`config.mk`:
```
export PLATFORM = sky130hd
export DESIGN_NAME = minigame_round_ctrl_flat
export DESIGN_NICKNAME = d
export VERILOG_FILES = /design/src/rtl/minigame_round_if.sv /design/src/rtl/minigame_round_ctrl.sv /design/src/flat_wrapper.sv
export SDC_FILE = /design/constraint.sdc
export NUM_CORES = 1
export LEC_CHECK = 0
export CAP_MARGIN = 30
export CELL_PAD_IN_SITES_DETAIL_PLACEMENT = 0
export CELL_PAD_IN_SITES_GLOBAL_PLACEMENT = 1
export CORE_MARGIN = 10
export CORE_UTILIZATION = 40
export DETAILED_ROUTE_END_ITERATION = 10
export DONT_BUFFER_PORTS = 1
export PLACE_DENSITY = 0.82
export SYNTH_ARGS = -nofsm -noshare
export SYNTH_HDL_FRONTEND = slang
export SYNTH_SLANG_ARGS = --single-unit
export TNS_END_PERCENT = 20
```
`constraint.sdc`:
```
create_clock -name clock -period 1.9 [get_ports clock]
set_input_delay 0.19 -clock clock [delete_from_list [all_inputs] [get_ports clock]]
set_output_delay 0.19 -clock clock [all_outputs]
set_load 0.03 [all_outputs]
```
`src/rtl/minigame_round_if.sv`:
```
// Purpose : bundles the game-facing signals of the button-match round sequencer.
// Signals : start, button[3:0]          -> into the sequencer
//           target, round_active, correct_p, wrong_p, timeout_p,
//           score[SCORE_W-1:0], lives[3:0], game_over, time_left[31:0] <- from the sequencer
// Modports: master = stimulus/display side, slave = sequencer side.
interface minigame_round_if #(
    parameter int unsigned SCORE_W = 8
);
    logic               start;
    logic [3:0]         button;
    logic [1:0]         target;
    logic               round_active;
    logic               correct_p;
    logic               wrong_p;
    logic               timeout_p;
    logic [SCORE_W-1:0] score;
    logic [3:0]         lives;
    logic               game_over;
    logic [31:0]        time_left;

    modport master (
        output start, button,
        input  target, round_active, correct_p, wrong_p, timeout_p,
        input  score, lives, game_over, time_left
    );

    modport slave (
        input  start, button,
        output target, round_active, correct_p, wrong_p, timeout_p,
        output score, lives, game_over, time_left
    );
endinterface

```
`src/rtl/minigame_round_ctrl.sv`:
```
// Purpose : round sequencer for the button-match minigame. Draws a 2-bit target from a
//           free-running LFSR, arms a response window, judges the first press
//           (correct / wrong / timeout), keeps score and lives, ends the game at 0 lives.
// Ports   : clock  - system clock
//           reset  - synchronous, active-high reset
//           bus    - minigame_round_if.slave (start/button in; target, round_active,
//                    correct_p/wrong_p/timeout_p pulses, score, lives, game_over,
//                    time_left out). All outputs are registered.
// Config  : define ROUND_SPEEDUP_EN to shrink the window by window>>3 after every
//           correct round, floored at TIMEOUT_CYCLES/4 (restored on start and reset).
module minigame_round_ctrl #(
    parameter int unsigned TIMEOUT_CYCLES = 50_000_000,
    parameter int unsigned LIVES          = 3,
    parameter logic [15:0] SEED           = 16'h1C7F,
    parameter int unsigned SCORE_W        = 8
) (
    input  logic             clock,
    input  logic             reset,
    minigame_round_if.slave  bus
);

    localparam logic [15:0]        LFSR_MASK  = 16'hB400;
    localparam logic [15:0]        LFSR_INIT  = (SEED == 16'h0000) ? 16'h0001 : SEED;
    localparam logic [31:0]        WINDOW_MAX = 32'(TIMEOUT_CYCLES);
    localparam logic [3:0]         LIVES_INIT = 4'(LIVES);
    localparam logic [SCORE_W-1:0] SCORE_MAX  = {SCORE_W{1'b1}};

    typedef enum logic [2:0] {
        ST_IDLE,
        ST_NEW_ROUND,
        ST_WAIT_RELEASE,
        ST_WAIT_PRESS,
        ST_RESULT,
        ST_GAME_OVER
    } state_e;

    state_e             state_q, state_d;
    logic [15:0]        lfsr_q, lfsr_d;
    logic [1:0]         target_q, target_d;
    logic [SCORE_W-1:0] score_q, score_d;
    logic [3:0]         lives_q, lives_d;
    logic [31:0]        time_left_q, time_left_d;
    logic               round_active_q, round_active_d;
    logic               game_over_q, game_over_d;
    logic               correct_q, correct_d;
    logic               wrong_q, wrong_d;
    logic               timeout_q, timeout_d;
    logic [31:0]        window_load;

    logic pressed;
    logic press_ok;

    assign pressed  = (bus.button != 4'b0000);
    assign press_ok = (bus.button == (4'b0001 << target_q));

`ifdef ROUND_SPEEDUP_EN
    localparam logic [31:0] WINDOW_FLOOR = 32'(TIMEOUT_CYCLES / 4);
    logic [31:0] window_q, window_d;
    logic [31:0] window_shrunk;

    assign window_load   = window_q;
    assign window_shrunk = window_q - (window_q >> 3);
`else
    assign window_load = WINDOW_MAX;
`endif

    // Galois LFSR, advanced every cycle regardless of state
    assign lfsr_d = {1'b0, lfsr_q[15:1]} ^ (lfsr_q[0] ? LFSR_MASK : 16'h0000);

    // State and output registers
    always_ff @(posedge clock) begin
        if (reset) begin
            state_q        <= ST_IDLE;
            lfsr_q         <= LFSR_INIT;
            target_q       <= 2'd0;
            score_q        <= '0;
            lives_q        <= LIVES_INIT;
            time_left_q    <= 32'd0;
            round_active_q <= 1'b0;
            game_over_q    <= 1'b0;
            correct_q      <= 1'b0;
            wrong_q        <= 1'b0;
            timeout_q      <= 1'b0;
`ifdef ROUND_SPEEDUP_EN
            window_q       <= WINDOW_MAX;
`endif
        end else begin
            state_q        <= state_d;
            lfsr_q         <= lfsr_d;
            target_q       <= target_d;
            score_q        <= score_d;
            lives_q        <= lives_d;
            time_left_q    <= time_left_d;
            round_active_q <= round_active_d;
            game_over_q    <= game_over_d;
            correct_q      <= correct_d;
            wrong_q        <= wrong_d;
            timeout_q      <= timeout_d;
`ifdef ROUND_SPEEDUP_EN
            window_q       <= window_d;
`endif
        end
    end

    // Next-state logic
    always_comb begin
        state_d = state_q;
        unique case (state_q)
            ST_IDLE:         if (bus.start) state_d = ST_NEW_ROUND;
            ST_NEW_ROUND:    state_d = ST_WAIT_RELEASE;
            ST_WAIT_RELEASE: if (!pressed) state_d = ST_WAIT_PRESS;
            ST_WAIT_PRESS:   if (pressed || (time_left_q == 32'd1)) state_d = ST_RESULT;
            ST_RESULT:       state_d = (lives_q == 4'd0) ? ST_GAME_OVER : ST_NEW_ROUND;
            ST_GAME_OVER:    if (bus.start) state_d = ST_NEW_ROUND;
            default:         state_d = ST_IDLE;
        endcase
    end

    // Output / datapath next values
    always_comb begin
        target_d       = target_q;
        score_d        = score_q;
        lives_d        = lives_q;
        time_left_d    = time_left_q;
        correct_d      = 1'b0;
        wrong_d        = 1'b0;
        timeout_d      = 1'b0;
        round_active_d = (state_d == ST_WAIT_PRESS);
        game_over_d    = (state_d == ST_GAME_OVER);
`ifdef ROUND_SPEEDUP_EN
        window_d       = window_q;
`endif
        unique case (state_q)
            ST_IDLE, ST_GAME_OVER: begin
                if (bus.start) begin
                    score_d  = '0;
                    lives_d  = LIVES_INIT;
`ifdef ROUND_SPEEDUP_EN
                    window_d = WINDOW_MAX;
`endif
                end
            end
            ST_NEW_ROUND: target_d = lfsr_q[1:0];
            ST_WAIT_RELEASE: begin
                if (!pressed) time_left_d = window_load;
            end
            ST_WAIT_PRESS: begin
                time_left_d = time_left_q - 32'd1;
                // A press wins over an expiring window on the same cycle
                if (pressed) begin
                    time_left_d = 32'd0;
                    if (press_ok) begin
                        correct_d = 1'b1;
                        if (score_q != SCORE_MAX) score_d = score_q + SCORE_W'(1);
`ifdef ROUND_SPEEDUP_EN
                        window_d = (window_shrunk < WINDOW_FLOOR) ? WINDOW_FLOOR : window_shrunk;
`endif
                    end else begin
                        wrong_d = 1'b1;
                        if (lives_q != 4'd0) lives_d = lives_q - 4'd1;
                    end
                end else if (time_left_q == 32'd1) begin
                    time_left_d = 32'd0;
                    timeout_d   = 1'b1;
                    if (lives_q != 4'd0) lives_d = lives_q - 4'd1;
                end
            end
            default: ;
        endcase
    end

    assign bus.target       = target_q;
    assign bus.round_active = round_active_q;
    assign bus.correct_p    = correct_q;
    assign bus.wrong_p      = wrong_q;
    assign bus.timeout_p    = timeout_q;
    assign bus.score        = score_q;
    assign bus.lives        = lives_q;
    assign bus.game_over    = game_over_q;
    assign bus.time_left    = time_left_q;

endmodule

```
`src/flat_wrapper.sv`:
```
// flat-port wrapper written by rule: the top's interface ports become plain ports
module minigame_round_ctrl_flat 
#(
    parameter int unsigned TIMEOUT_CYCLES = 50_000_000,
    parameter int unsigned LIVES          = 3,
    parameter logic [15:0] SEED           = 16'h1C7F,
    parameter int unsigned SCORE_W        = 8
)
  (clock, reset, bus_start, bus_button, bus_target, bus_round_active, bus_correct_p, bus_wrong_p, bus_timeout_p, bus_score, bus_lives, bus_game_over, bus_time_left);
  minigame_round_if #(.SCORE_W(SCORE_W)) bus_i ();
  input  logic clock;
  input  logic reset;
  input wire logic [$bits(bus_i.start)-1:0] bus_start;
  input wire logic [$bits(bus_i.button)-1:0] bus_button;
  output wire logic [$bits(bus_i.target)-1:0] bus_target;
  output wire logic [$bits(bus_i.round_active)-1:0] bus_round_active;
  output wire logic [$bits(bus_i.correct_p)-1:0] bus_correct_p;
  output wire logic [$bits(bus_i.wrong_p)-1:0] bus_wrong_p;
  output wire logic [$bits(bus_i.timeout_p)-1:0] bus_timeout_p;
  output wire logic [$bits(bus_i.score)-1:0] bus_score;
  output wire logic [$bits(bus_i.lives)-1:0] bus_lives;
  output wire logic [$bits(bus_i.game_over)-1:0] bus_game_over;
  output wire logic [$bits(bus_i.time_left)-1:0] bus_time_left;
  assign bus_i.start = bus_start;
  assign bus_i.button = bus_button;
  assign bus_target = bus_i.target;
  assign bus_round_active = bus_i.round_active;
  assign bus_correct_p = bus_i.correct_p;
  assign bus_wrong_p = bus_i.wrong_p;
  assign bus_timeout_p = bus_i.timeout_p;
  assign bus_score = bus_i.score;
  assign bus_lives = bus_i.lives;
  assign bus_game_over = bus_i.game_over;
  assign bus_time_left = bus_i.time_left;
  minigame_round_ctrl #(.TIMEOUT_CYCLES(TIMEOUT_CYCLES), .LIVES(LIVES), .SEED(SEED), .SCORE_W(SCORE_W)) u_core (.clock(clock), .reset(reset), .bus(bus_i));
endmodule
```
Word level (Yosys, flattened, before mapping)
Cells that the tools add are included.
- add/subtract/negate cells: 3
- reduce and logical (&&, ||, !) cells: 13
- eq/ne operators: 17
- shift-type cells: 1
- muxes and demuxes: 24
- bitwise logic cells: 3
- operator list (operator ; count):
    32-bit 2-to-1 mux ; 3
    32-bit case mux with 2 select lines ; 1
    32-bit by 1-bit == test with 1-bit output (second input constant) ; 1
    8-bit 2-to-1 mux ; 4
    32-bit by 1-bit subtractor with 32-bit output (second input constant) ; 1
    4-bit 2-to-1 mux ; 5
    16-bit 2-to-1 mux ; 1
    8-bit case mux with 2 select lines ; 1
    15-bit by 16-bit XOR with 16-bit output ; 1
    3-bit case mux with 5 select lines ; 1
    3-bit 2-to-1 mux ; 4
    3-bit by 2-bit == test with 1-bit output (second input constant) ; 3
    3-bit == test (second input constant) ; 3
    8-bit by 1-bit adder with 8-bit output (second input constant) ; 1
    2-bit by 1-bit != test with 1-bit output (second input constant) ; 4
    8-bit != test (second input constant) ; 1
    4-bit case mux with 2 select lines ; 1
    4-bit nonzero test ; 2
    3-bit OR reduction ; 2
    5-bit AND reduction ; 1
    4-bit == test ; 1
    4-bit zero test ; 1
    4-bit AND reduction ; 1
    2-bit nonzero test ; 2
    12 further kinds ; 15
- word-level logic and storage cells: 72
- bits of input ports: 7
- register bits after elaboration: 70

Depth between registers and ports, before layout
Gate-level depths: netlist (run 1).
- depth after elaboration: 5
- depth in mapped cells: 8
- gate-level depth less buffers: 8

Worst setup path after synthesis (run 1)
No wires, ideal clock.
- kind: flip-flop to flip-flop
- start point: register u_core.time_left_q[14], in the netlist u_core.bus.time_left[14]
- end point: register u_core.time_left_q[19], in the netlist u_core.bus.time_left[19]
- data required time: 1.812 ns
- slack: -0.220 ns
- data arrival time: 2.032 ns
- clock period less this slack: 2.120 ns
- buffers on the path: 1
- stages on the path, launching flop included: 7
- path through: dfxtp_1 buf_6 or4_4 or4_1 a21oi_1 nor2_1 a311oi_2
- cells in the longest elaborated chain, start to end: 4
- elaborated cells between the ends (all ways): 5
- ends and longest elaborated chain (element ; line ; RTL):
    start, declared ; minigame_round_ctrl.sv:42 ; logic [31:0] time_left_q, time_left_d;
    start signal, assigned ; minigame_round_ctrl.sv:93 ; time_left_q <= time_left_d;
    32-bit by 1-bit subtractor with 32-bit output / 32-bit by 1-bit == test with 1-bit output (equally long branches) ; minigame_round_ctrl.sv:148, minigame_round_ctrl.sv:162 ;
    32-bit 2-to-1 mux (*) ; minigame_round_ctrl.sv:162 ; end else if (time_left_q == 32'd1) begin
    32-bit 2-to-1 mux (*) ; minigame_round_ctrl.sv:150 ; if (pressed) begin
    32-bit case mux with 2 select lines (*) ; minigame_round_ctrl.sv:133 ; unique case (state_q)
Mark *: on every way between the ends. The rest lies on a longest branch, timed or not.
A chain may end at the register's enable or synchronous reset.

Final worst setup path (run 1)
- start point: register u_core.time_left_q[28], in the netlist u_core.bus.time_left[28]
- end point: register u_core.time_left_q[16], in the netlist u_core.bus.time_left[16]
- cells in the longest elaborated chain, start to end: 4
- ends and longest elaborated chain (element ; line):
    32-bit by 1-bit == test with 1-bit output ; minigame_round_ctrl.sv:162
    32-bit 2-to-1 mux ; minigame_round_ctrl.sv:162
    32-bit 2-to-1 mux ; minigame_round_ctrl.sv:150
    32-bit case mux with 2 select lines ; minigame_round_ctrl.sv:133
Every way passes these cells.

==> impl_metrics.xml, run 1 <==
<?xml version="1.0" encoding="UTF-8"?>
<metrics>
  <group name="status">
    <metric name="outcome" unit="">complete, but fails checks</metric>
    <metric name="violated_checks" unit="">negative setup slack</metric>
  </group>
  <group name="finish">
    <metric name="insertedDiodeCount" unit="">0</metric>
    <metric name="post-route-util" unit="%">54.78</metric>
    <metric name="final_layout_net_count" unit="">474</metric>
    <metric name="drive_gt1_share" unit="%">36.32</metric>
    <metric name="synthToLayoutAreaGrowth" unit="%">34.78</metric>
  </group>
  <group name="pwr">
    <metric name="power_density" unit="nW/um2">821.9</metric>
    <metric name="peakVddDrop" unit="mV">0.4826</metric>
    <metric name="p_total" unit="mW">3.662</metric>
    <metric name="power.static_leakage" unit="nW">1.851</metric>
  </group>
  <group name="worst_setup_path">
    <metric name="critical_path.max_fanout" unit="">5</metric>
    <metric name="worst_r2r_path_depth" unit="">8</metric>
    <metric name="worst-setup-path-type" unit="">reg2reg</metric>
    <metric name="worstSetupEndpointType" unit="">flop</metric>
    <metric name="critical_path.startpoint_type" unit="">flop</metric>
    <metric name="setup.worst_path.start" unit="">u_core.bus.time_left[28]</metric>
    <metric name="timing.reg2reg.setup_slack" unit="ps">-80</metric>
    <metric name="critical_path_arrival" unit="ps">2220</metric>
    <metric name="worst_path_required_time" unit="ps">2140</metric>
    <metric name="critPathCapture" unit="">u_core.bus.time_left[16]</metric>
    <metric name="worst_r2r_endpoint" unit="">u_core.bus.time_left[16]</metric>
    <metric name="worst_r2r_startpoint" unit="">u_core.bus.time_left[28]</metric>
  </group>
  <group name="synthesis">
    <metric name="avgSynthCellArea" unit="um2">8.676</metric>
    <metric name="synth-warning-count" unit="">0</metric>
    <metric name="post_synth_xor_area_fraction" unit="%">5.034</metric>
    <metric name="yosys.area_share.adder" unit="%">1.514</metric>
    <metric name="most_area_hungry_cell_type_in_the_yosys_netlist" unit="">dfxtp_1</metric>
    <metric name="syn-num-nets" unit="">392</metric>
    <metric name="synth_seq_cells" unit="">70</metric>
    <metric name="number_of_flops_mapped_to_enable_cells_by_yosys" unit="">0</metric>
    <metric name="netlist_top_cells_area" unit="">dfxtp_1, nor2_1, nor3_1</metric>
    <metric name="post_synthesis_simple_gate_area_fraction" unit="%">30.32</metric>
    <metric name="dominantRegCellSynth" unit="">dfxtp_1</metric>
    <metric name="ys_types" unit="">58</metric>
    <metric name="instance_count_of_the_mapped_netlist" unit="">381</metric>
    <metric name="postSynth.asyncResetShare" unit="%">0</metric>
    <metric name="largest_family_of_logic_cells_by_synthesized_area" unit="">simple AND/OR/NAND/NOR gates</metric>
    <metric name="synth_compound_gate_area_share" unit="%">14.00</metric>
    <metric name="yosys-mux-area-fraction" unit="%">2.157</metric>
    <metric name="synth_area" unit="um2">3306</metric>
    <metric name="synth-seq-area-share" unit="%">42.39</metric>
    <metric name="post-synth-top-area-fraction" unit="%">42.39</metric>
  </group>
  <group name="global_route">
    <metric name="global_route.usage.total" unit="%">14.96</metric>
    <metric name="global_route.overflow_total" unit="">0</metric>
    <metric name="number_of_antenna_violations_at_the_first_check_in_global_routing" unit="">0</metric>
    <metric name="grt_pass1_vias" unit="">3053</metric>
    <metric name="global_route.usage.met3" unit="%">7.413</metric>
    <metric name="use_met2" unit="%">23.27</metric>
    <metric name="pin_count_of_the_biggest_net_entering_global_routing" unit="">31</metric>
    <metric name="grt-busiest-layer" unit="">met2</metric>
    <metric name="use_met1" unit="%">17.71</metric>
    <metric name="grt_pass1_wl" unit="mm">15.44</metric>
  </group>
  <group name="drt">
    <metric name="postRouteAntennaNets" unit="">0</metric>
    <metric name="num_vias" unit="">3102</metric>
    <metric name="via_per_inst" unit="">5.414</metric>
    <metric name="drcViolationCount" unit="">0</metric>
    <metric name="detail_route.wl_per_cell" unit="um">16.41</metric>
    <metric name="drtIter0Drc" unit="">178</metric>
    <metric name="detail_route.wirelength" unit="mm">9.403</metric>
    <metric name="drt-pass1-iter-count" unit="">5</metric>
  </group>
  <group name="place">
    <metric name="portBuffers" unit="">0</metric>
    <metric name="place_congestion" unit="">0.8584</metric>
    <metric name="hpwl" unit="mm">6.738</metric>
    <metric name="detailedPlace.worstSlack" unit="ps">-82.11</metric>
  </group>
  <group name="clocking">
    <metric name="numCtsBuffers" unit="">9</metric>
    <metric name="clkTransAtPathRegs" unit="ps">80</metric>
    <metric name="sink_count_of_the_clock_tree" unit="">70</metric>
    <metric name="clock_insertion_delay_worst_skew" unit="ps">350</metric>
    <metric name="cts_htree_levels" unit="">3</metric>
    <metric name="cts_max_path_buffers" unit="">2</metric>
    <metric name="tritoncts" unit="">yes</metric>
    <metric name="root_buffer" unit="">clkbuf_8</metric>
  </group>
  <group name="floorplanning">
    <metric name="ios" unit="">58</metric>
    <metric name="core" unit="um2">8134</metric>
    <metric name="die_area" unit="um2">12300</metric>
    <metric name="die_span_in_y" unit="um">110.9</metric>
    <metric name="die-width" unit="um">110.9</metric>
    <metric name="fp-row-count" unit="">33</metric>
    <metric name="initial_utilization" unit="%">40.64</metric>
  </group>
  <group name="sta">
    <metric name="finalSetupViolations" unit="">27</metric>
    <metric name="final_period_minus_worst_setup_slack" unit="ps">1976</metric>
    <metric name="max_clock_freq" unit="MHz">506.0</metric>
    <metric name="max_slew_margin" unit="%">33.53</metric>
    <metric name="finalWorstSetupSlack" unit="ps">-76.24</metric>
    <metric name="max_slew.worst_pin.slew" unit="ps">993.8</metric>
    <metric name="final.setup_skew" unit="ps">9.359</metric>
    <metric name="timing.final.max_slew_violations" unit="">0</metric>
    <metric name="report.final.hold_viol_count" unit="">0</metric>
    <metric name="period_share" unit="%">104.0</metric>
    <metric name="rsz0062_at_grt" unit="">true</metric>
  </group>
  <group name="worst_hold_path">
    <metric name="hold_path_class" unit="">in2reg</metric>
  </group>
  <group name="run">
    <metric name="max-cap-violations" unit="">0</metric>
  </group>
</metrics>
Yosys cell counts (all sizes together), types with 4 or more instances:
library cell / n
nand2: 21
nor3b: 4
o21ai: 15
dfxtp: 70
nand4: 4
nor2: 48
a21oi: 24
and3: 7
inv: 10
a311oi: 6
mux2i: 6
nor3: 25
xnor2: 13
or4: 5
nand3b: 5
or3: 4
clkbuf: 6
nand2b: 8
nand3: 14
nor2b: 5
xor2: 6
nor4: 12
ha: 4
buf: 14
or2: 10
state kept, by name, summed over array words and instances (netlist names), 2 cells and up:
name and count:
u_core.bus.score 8, u_core.bus.target 2, u_core.bus.time_left 32, u_core.bus.lives 4, u_core.state_q 3, u_core.lfsr_q 16
worst max-delay path, stage by stage (launching register included):
cell and delay [ps]:
dfxtp_2 340, nor4_4 280, nand4b_1 210, nor4_4 390, buf_4 190, nor2_2 50, o21bai_2 190, buf_4 190
nor2_1 40
repair_timing:
action | CTS | global route
hold buffers | 1 | 0
setup endpoints to repair | 26 | 41
pin swaps | 10 | 13
gates resized for setup | 9 | 39
buffers inserted | 0 | 0
gates cloned | 0 | 1
endpoints found under the hold margin | 30 | 0
layout make-up:
type                            count  area [um2]
Sequential cell                    70        1421
Inverter                           10       37.54
Clock buffer                       10       148.9
Fill cell                         737        3679
Multi-Input combinational cell    281        1939
Clock inverter                      6       72.57
Tap cell                          105       131.4
Timing Repair Buffer               91       704.4
how the worst min path moves through the flow:
stage,start,end,slack [ps],cells past startpoint
finish,reset,u_core.bus.time_left[15],20,2
global route,reset,u_core.bus.time_left[15],6,2
CTS,reset,u_core.bus.lives[1],4,2
detailed placement,reset,u_core.bus.time_left[27],260,1
global placement,reset,u_core.bus.time_left[27],260,1
floorplan,reset,u_core.bus.time_left[7],380,2
logic make-up after synthesis:
logic type | after synthesis
AND/OR/NAND/NOR | 182
flip-flops | 70
AO/OA/AOI/OAI | 69
buffers and inverters | 30
XOR/XNOR | 19
multiplexers | 7
adder cells (fa/ha/maj) | 4
where the power goes:
group          leakage (nW)  total, mW  internal, mW  switching [mW]
Clock                 0.109       1.32         0.702           0.620
Sequential            0.576       1.55          1.51          0.0397
Combinational          1.17      0.788         0.353           0.435
Total                  1.85       3.66          2.57            1.09
per-stage QoR:
step                      hold WS [ps]  TNS [ps]  instances  instance area (um2)
after floorplan                  377.2    -53.58        381                 3348
after global placement           258.7    -411.4        556                 4039
after detailed placement         262.1    -920.3        556                 4039
after CTS                        4.473    -404.4        572                 4319
after global routing             6.272     -4510        573                 4456
final                            17.34     -1150        573                 4456
routing by layer:
metal	wire length [um]	share of wire [%]
met1	4043	43
met2	4328	46
met3	914	9.7
met4	117	1.2
met5	0	0
cells in the final DEF, fill, tap and decap left out, types with 4 or more instances in the layout:
master and instances:
a21oi_1 22, a311oi_1 5, and3_1 6, buf_4 85, buf_6 5, clkbuf_8 9, dfxtp_1 56, dfxtp_2 13
inv_1 10, mux2i_1 6, nand2_1 21, nand2b_1 8, nand3_1 12, nand3b_1 5, nand4_1 4, nor2_1 44
nor2b_1 5, nor3_1 15, nor3_2 8, nor4_1 7, nor4_4 4, o21ai_0 7, o21ai_1 7, or2_2 9
or3_1 4, xnor2_1 13, xor2_1 6
No activity file was read; power rests on OpenSTA's default activity.
==> inputs of run 2 (changes only) <==
--- a/config.mk
+++ b/config.mk
@@ -9,10 +9,10 @@
 export CELL_PAD_IN_SITES_DETAIL_PLACEMENT = 0
 export CELL_PAD_IN_SITES_GLOBAL_PLACEMENT = 1
 export CORE_MARGIN = 10
-export CORE_UTILIZATION = 40
+export CORE_UTILIZATION = 42
 export DETAILED_ROUTE_END_ITERATION = 10
 export DONT_BUFFER_PORTS = 1
-export PLACE_DENSITY = 0.82
+export PLACE_DENSITY = 0.85
 export SYNTH_ARGS = -nofsm -noshare
 export SYNTH_HDL_FRONTEND = slang
 export SYNTH_SLANG_ARGS = --single-unit
==> run 2 against run 1 <==
Against the previous run: the flow still finishes with violations (negative setup slack); largest power group unchanged; critical path type unchanged; largest cell class unchanged; wire length is 1.7% lower; count of clock-buffer cells in the layout stayed put; critical endpoint is now u_core.bus.time_left[30]; register-to-register slack better by 30 ps.
==> impl_metrics.xml, run 2 (same netlist as run 1, synthesis figures left out) <==
<?xml version="1.0" encoding="UTF-8"?>
<metrics>
  <group name="status">
    <metric name="outcome" unit="">complete, but fails checks</metric>
    <metric name="violated_checks" unit="">negative setup slack</metric>
  </group>
  <group name="place">
    <metric name="place_congestion" unit="">0.8899</metric>
    <metric name="portBuffers" unit="">0</metric>
    <metric name="hpwl" unit="mm">6.656</metric>
    <metric name="detailedPlace.worstSlack" unit="ps">-132.9</metric>
  </group>
  <group name="floorplanning">
    <metric name="ios" unit="">58</metric>
    <metric name="die_area" unit="um2">11820</metric>
    <metric name="initial_utilization" unit="%">43.00</metric>
    <metric name="die_span_in_y" unit="um">108.7</metric>
    <metric name="fp-row-count" unit="">32</metric>
    <metric name="die-width" unit="um">108.7</metric>
    <metric name="core" unit="um2">7687</metric>
  </group>
  <group name="drt">
    <metric name="drcViolationCount" unit="">0</metric>
    <metric name="via_per_inst" unit="">5.442</metric>
    <metric name="drtIter0Drc" unit="">137</metric>
    <metric name="num_vias" unit="">3113</metric>
    <metric name="drt-pass1-iter-count" unit="">4</metric>
    <metric name="detail_route.wl_per_cell" unit="um">16.15</metric>
    <metric name="detail_route.wirelength" unit="mm">9.240</metric>
    <metric name="postRouteAntennaNets" unit="">0</metric>
  </group>
  <group name="sta">
    <metric name="setup_tns" unit="ps">-205.6</metric>
    <metric name="report.final.hold_viol_count" unit="">0</metric>
    <metric name="max_clock_freq" unit="MHz">513.7</metric>
    <metric name="finalWorstSetupSlack" unit="ps">-46.74</metric>
    <metric name="max_slew.worst_pin.slew" unit="ps">471.3</metric>
    <metric name="max_slew_margin" unit="%">68.58</metric>
    <metric name="rsz0062_at_grt" unit="">true</metric>
    <metric name="finalSetupViolations" unit="">9</metric>
    <metric name="final_period_minus_worst_setup_slack" unit="ps">1947</metric>
    <metric name="final.setup_skew" unit="ps">9.330</metric>
    <metric name="timing.final.max_slew_violations" unit="">0</metric>
    <metric name="period_share" unit="%">102.5</metric>
  </group>
  <group name="global_route">
    <metric name="grt_pass1_wl" unit="mm">15.35</metric>
    <metric name="global_route.usage.total" unit="%">16.12</metric>
    <metric name="pin_count_of_the_biggest_net_entering_global_routing" unit="">32</metric>
    <metric name="grt_pass1_vias" unit="">3176</metric>
    <metric name="number_of_antenna_violations_at_the_first_check_in_global_routing" unit="">0</metric>
    <metric name="global_route.overflow_total" unit="">0</metric>
  </group>
  <group name="finish">
    <metric name="final_layout_net_count" unit="">477</metric>
    <metric name="number_of_flip_flops_in_the_largest_register" unit="">32</metric>
    <metric name="drive_gt1_share" unit="%">36.38</metric>
    <metric name="synthToLayoutAreaGrowth" unit="%">37.06</metric>
    <metric name="layout.filler_cells" unit="">669</metric>
    <metric name="post-route-util" unit="%">58.94</metric>
    <metric name="insertedDiodeCount" unit="">0</metric>
    <metric name="mostFrequentLayoutCell" unit="">buf_4</metric>
    <metric name="layout.cells.most_common_list" unit="">buf_4, dfxtp_1, nor2_1</metric>
    <metric name="multi_input_comb_area" unit="um2">1944</metric>
    <metric name="layout.area.seq" unit="um2">1423</metric>
  </group>
  <group name="pwr">
    <metric name="power_switching_share" unit="%">27.14</metric>
    <metric name="power_density" unit="nW/um2">840.2</metric>
    <metric name="power_frac_comb" unit="%">20.8</metric>
    <metric name="pwr-share-clk" unit="%">38.5</metric>
    <metric name="power.static_leakage" unit="nW">1.879</metric>
    <metric name="seq_power_share" unit="%">40.7</metric>
    <metric name="p_total" unit="mW">3.807</metric>
    <metric name="net-switching-power" unit="mW">1.033</metric>
    <metric name="internal_dissipation" unit="mW">2.773</metric>
    <metric name="peakVddDrop" unit="mV">0.5131</metric>
  </group>
  <group name="clocking">
    <metric name="root_buffer" unit="">clkbuf_8</metric>
    <metric name="cts_max_path_buffers" unit="">2</metric>
    <metric name="numCtsBuffers" unit="">9</metric>
    <metric name="tritoncts" unit="">yes</metric>
    <metric name="clkTransAtPathRegs" unit="ps">80</metric>
    <metric name="cts_htree_levels" unit="">3</metric>
    <metric name="sink_count_of_the_clock_tree" unit="">70</metric>
    <metric name="clock_insertion_delay_worst_skew" unit="ps">350</metric>
  </group>
  <group name="worst_setup_path">
    <metric name="critical_path.max_fanout" unit="">11</metric>
    <metric name="critical_path.startpoint_type" unit="">flop</metric>
    <metric name="worst_path_required_time" unit="ps">2130</metric>
    <metric name="worst-setup-path-type" unit="">reg2reg</metric>
    <metric name="worstSetupEndpointType" unit="">flop</metric>
    <metric name="critical_path_arrival" unit="ps">2170</metric>
  </group>
  <group name="run">
    <metric name="max-cap-violations" unit="">0</metric>
  </group>
  <group name="worst_hold_path">
    <metric name="hold_path_class" unit="">in2reg</metric>
  </group>
</metrics>
run 2: area by class of cell:
class                      instances  share of cell area [%]
sequential                        70                   31.40
inverter                          10                  0.8285
clock inverter                     5                   2.375
clock buffer                      10                   3.038
tap                              102                   2.817
timing repair buffer              94                   16.63
multi-input combinational        281                   42.92
run 2: critical path, cell delays in order (launching register included):
cell	delay (ps)
dfxtp_2	340
nor4_4	280
nand4b_1	210
nor4_4	350
buf_4	170
nor3_4	60
and3_1	160
a221o_1	260
run 2: path summary, 6_finish.rpt:
path,startpoint,to,slack (ps),depth (start not counted)
worst max-delay path,u_core.bus.time_left[28],u_core.bus.time_left[30],-50,7
worst min-delay path,reset,u_core.bus.lives[0],20,2
worst max register to register,u_core.bus.time_left[28],u_core.bus.time_left[30],-50,7
worst min register to register,u_core.lfsr_q[12],u_core.lfsr_q[11],420,1
run 2: metal layers:
metal | vias to the layer above | part of all wire [%] | global-route usage, %
met4 | 0 | 1.5 | 4.802
met3 | 12 | 11 | 7.611
met5 | - | 0 | 0
met2 | 104 | 46 | 26.03
li1 | 1539 | - | -
met1 | 1458 | 41 | 18.67
run 2: repair_timing:
action / 4_1_cts / 5_1_grt
hold buffers: 1 / 0
setup buffers: 2 / 1
gates cloned: 1 / 0
setup endpoints to repair: 32 / 45
pin swaps: 14 / 12
hold endpoints to repair: 31 / 0
gates resized for setup: 21 / 24
run 2: power groups by stage:
stage | Sequential, mW | Clock (mW) | Combinational [mW]
3_5_place_dp | 1.58 | 0 | 0.693
4_1_cts | 1.55 | 1.49 | 0.742
3_3_place_gp | 1.58 | 0 | 0.680
2_1_floorplan | 1.63 | 0 | 0.389
5_1_grt | 1.56 | 1.56 | 0.863
6_report | 1.55 | 1.47 | 0.790
run 2: metrics by stage:
stage               cells  hold slack [ps]  area [um2]
finish                572            23.66        4531
detailed placement    552            263.4        4040
floorplan             381            377.2        3348
CTS                   570            5.542        4403
global placement      552            259.6        4040
global route          572            27.30        4531
==> inputs of run 3 (changes only) <==
--- a/config.mk
+++ b/config.mk
@@ -12,6 +12,7 @@
 export CORE_UTILIZATION = 42
 export DETAILED_ROUTE_END_ITERATION = 10
 export DONT_BUFFER_PORTS = 1
+export HOLD_SLACK_MARGIN = 0.02
 export PLACE_DENSITY = 0.85
 export SYNTH_ARGS = -nofsm -noshare
 export SYNTH_HDL_FRONTEND = slang
==> run 3 against run 2 <==
Against the previous run: the run still ends with negative setup slack left; count of clock-buffer cells in the layout is the same; sequential share of layout area about the same; combinational power about the same; cell area increased by 0.14%; power is 0.10% lower; cell count rose by 0.17%; hold slack better by 38 ps; first-iteration DRC count stayed put; critical path depth fell by 2; critical endpoint is now u_core.bus.time_left[19].
==> impl_metrics.xml, run 3 (same netlist as run 1, synthesis figures left out) <==
<?xml version="1.0" encoding="UTF-8"?>
<metrics>
  <group name="status">
    <metric name="outcome" unit="">complete, but fails checks</metric>
    <metric name="violated_checks" unit="">negative setup slack</metric>
  </group>
  <group name="sta">
    <metric name="timing.final.max_slew_violations" unit="">0</metric>
    <metric name="max_clock_freq" unit="MHz">510.8</metric>
    <metric name="final.setup_skew" unit="ps">9.541</metric>
    <metric name="rsz0062_at_grt" unit="">true</metric>
    <metric name="final_period_minus_worst_setup_slack" unit="ps">1958</metric>
    <metric name="max_slew.worst_pin.slew" unit="ps">593.4</metric>
    <metric name="report.final.hold_viol_count" unit="">0</metric>
    <metric name="finalWorstSetupSlack" unit="ps">-57.76</metric>
    <metric name="finalSetupViolations" unit="">12</metric>
    <metric name="max_slew_margin" unit="%">60.31</metric>
    <metric name="setup_tns" unit="ps">-358.7</metric>
    <metric name="period_share" unit="%">103.0</metric>
  </group>
  <group name="worst_hold_path">
    <metric name="whs_path_depth" unit="">3</metric>
    <metric name="hold_path_class" unit="">in2reg</metric>
  </group>
  <group name="clocking">
    <metric name="clock_insertion_delay_worst_skew" unit="ps">350</metric>
    <metric name="clkTransAtPathRegs" unit="ps">70</metric>
    <metric name="root_buffer" unit="">clkbuf_8</metric>
    <metric name="tritoncts" unit="">yes</metric>
    <metric name="sink_count_of_the_clock_tree" unit="">70</metric>
    <metric name="cts_htree_levels" unit="">3</metric>
    <metric name="numCtsBuffers" unit="">9</metric>
    <metric name="cts_max_path_buffers" unit="">2</metric>
  </group>
  <group name="drt">
    <metric name="drtIter0Drc" unit="">137</metric>
    <metric name="via_per_inst" unit="">5.424</metric>
    <metric name="detail_route.wirelength" unit="mm">9.188</metric>
    <metric name="postRouteAntennaNets" unit="">0</metric>
    <metric name="num_vias" unit="">3108</metric>
    <metric name="drt-pass1-iter-count" unit="">4</metric>
    <metric name="drcViolationCount" unit="">0</metric>
    <metric name="detail_route.wl_per_cell" unit="um">16.03</metric>
  </group>
  <group name="worst_setup_path">
    <metric name="slowest_stage_delay_cp" unit="ps">580</metric>
    <metric name="worst_path_required_time" unit="ps">2160</metric>
    <metric name="critical_path.max_fanout" unit="">4</metric>
    <metric name="worst-setup-path-type" unit="">reg2reg</metric>
    <metric name="critical_path_arrival" unit="ps">2220</metric>
    <metric name="worstPathCellList" unit="">or4_4 &gt; or4_4 &gt; a21oi_2 &gt; nor2_1 &gt; a311oi_2</metric>
    <metric name="critical-path-slowest-cell" unit="">or4_4</metric>
    <metric name="path_delay_family" unit="">simple AND/OR/NAND/NOR gates</metric>
    <metric name="path_buf_inv" unit="">0</metric>
    <metric name="critical_path.startpoint_type" unit="">flop</metric>
    <metric name="path_common_cell" unit="">or4_4</metric>
    <metric name="worstSetupEndpointType" unit="">flop</metric>
    <metric name="cp.depth" unit="">5</metric>
    <metric name="worst_r2r_path_depth" unit="">5</metric>
  </group>
  <group name="pwr">
    <metric name="peakVddDrop" unit="mV">0.5139</metric>
    <metric name="p_total" unit="mW">3.803</metric>
    <metric name="power.static_leakage" unit="nW">1.878</metric>
    <metric name="power_density" unit="nW/um2">838.2</metric>
  </group>
  <group name="global_route">
    <metric name="grt_pass1_vias" unit="">3182</metric>
    <metric name="global_route.usage.total" unit="%">16.14</metric>
    <metric name="number_of_antenna_violations_at_the_first_check_in_global_routing" unit="">0</metric>
    <metric name="global_route.overflow_total" unit="">0</metric>
    <metric name="grt_pass1_wl" unit="mm">15.37</metric>
    <metric name="pin_count_of_the_biggest_net_entering_global_routing" unit="">35</metric>
  </group>
  <group name="place">
    <metric name="hpwl" unit="mm">6.656</metric>
    <metric name="post_place_instance_area" unit="um2">4040</metric>
    <metric name="place_congestion" unit="">0.8899</metric>
    <metric name="portBuffers" unit="">0</metric>
  </group>
  <group name="floorplanning">
    <metric name="die-width" unit="um">108.7</metric>
    <metric name="ios" unit="">58</metric>
    <metric name="fp-row-count" unit="">32</metric>
    <metric name="initial_utilization" unit="%">43.00</metric>
    <metric name="die_area" unit="um2">11820</metric>
    <metric name="core" unit="um2">7687</metric>
    <metric name="die_span_in_y" unit="um">108.7</metric>
  </group>
  <group name="finish">
    <metric name="mostFrequentLayoutCell" unit="">buf_4</metric>
    <metric name="number_of_flip_flops_in_the_largest_register" unit="">32</metric>
    <metric name="layout.cells.most_common_list" unit="">buf_4, dfxtp_1, nor2_1</metric>
    <metric name="insertedDiodeCount" unit="">0</metric>
    <metric name="drive_gt1_share" unit="%">36.52</metric>
    <metric name="final_layout_net_count" unit="">478</metric>
    <metric name="layout.cell_area.non_filler" unit="um2">4537</metric>
    <metric name="synthToLayoutAreaGrowth" unit="%">37.24</metric>
  </group>
  <group name="run">
    <metric name="max-cap-violations" unit="">0</metric>
  </group>
</metrics>
-- run 3: cell count changes in the layout (fill, tap and decap cells not counted) --
cell           previous run  this run
dlygate4sd3_1             1         2
nor4_1                    7         6
buf_8                     0         1
clkbuf_16                 1         0
nor4_2                    1         2
-- run 3: layout make-up --
class | count | area [um2]
inverters | 10 | 37.54
repair buffers | 95 | 753.2
fillers | 670 | 3151
clock inverters | 5 | 107.6
clock buffers | 10 | 137.6
multi-input cells | 281 | 1951
flip-flops and latches | 70 | 1423
well taps | 102 | 127.6
-- run 3: worst min-delay path: cells and delay by family --
kind / cells / cell delay (ps)
AOI/OAI and AO/OA: 2 / 150
and+or+nand+nor: 1 / 20
-- run 3: path summary, 6_finish.rpt --
| check | startpoint | endpoint | slack [ps] |
|---|---|---|---|
| setup / recovery | u_core.bus.time_left[17] | u_core.bus.time_left[19] | -60 |
| setup reg to reg | u_core.bus.time_left[17] | u_core.bus.time_left[19] | -60 |
| hold reg to reg | u_core.lfsr_q[12] | u_core.lfsr_q[11] | 420 |
| hold / removal | reset | u_core.state_q[1] | 60 |
-- run 3: power breakdown --
| part | switching, mW | internal (mW) |
|---|---|---|
| Clock | 0.558 | 0.905 |
| Combinational | 0.435 | 0.356 |
| Sequential | 0.0371 | 1.51 |
-- run 3: layer usage --
metal	vias up	wire, um	track usage [%]
li1	1544	-	-
met1	1454	3741	18.60
met2	100	4283	26.29
met3	10	1051	7.493
met4	0	112	4.708
met5	-	0	0
-- run 3: what timing repair did --
action                                  in CTS  in global routing
buffers inserted                             2                  1
hold endpoints to repair                    31                  0
gates resized for setup                     21                 25
hold buffers                                 2                  0
endpoints found under the setup margin      32                 45
gates cloned                                 1                  0
pin swaps                                   14                 12
-- run 3: metrics by stage --
stage	utilization (%)	cells	hold slack, ps	worst slack, ps
floorplan	-	381	377.2	-51.56
global placement	52.56	552	259.6	-37.05
detailed placement	52.56	552	263.4	-132.9
CTS	57.41	571	47.78	-79.23
global route	59.02	573	74.62	-119.7
finish	59.02	573	61.37	-57.76
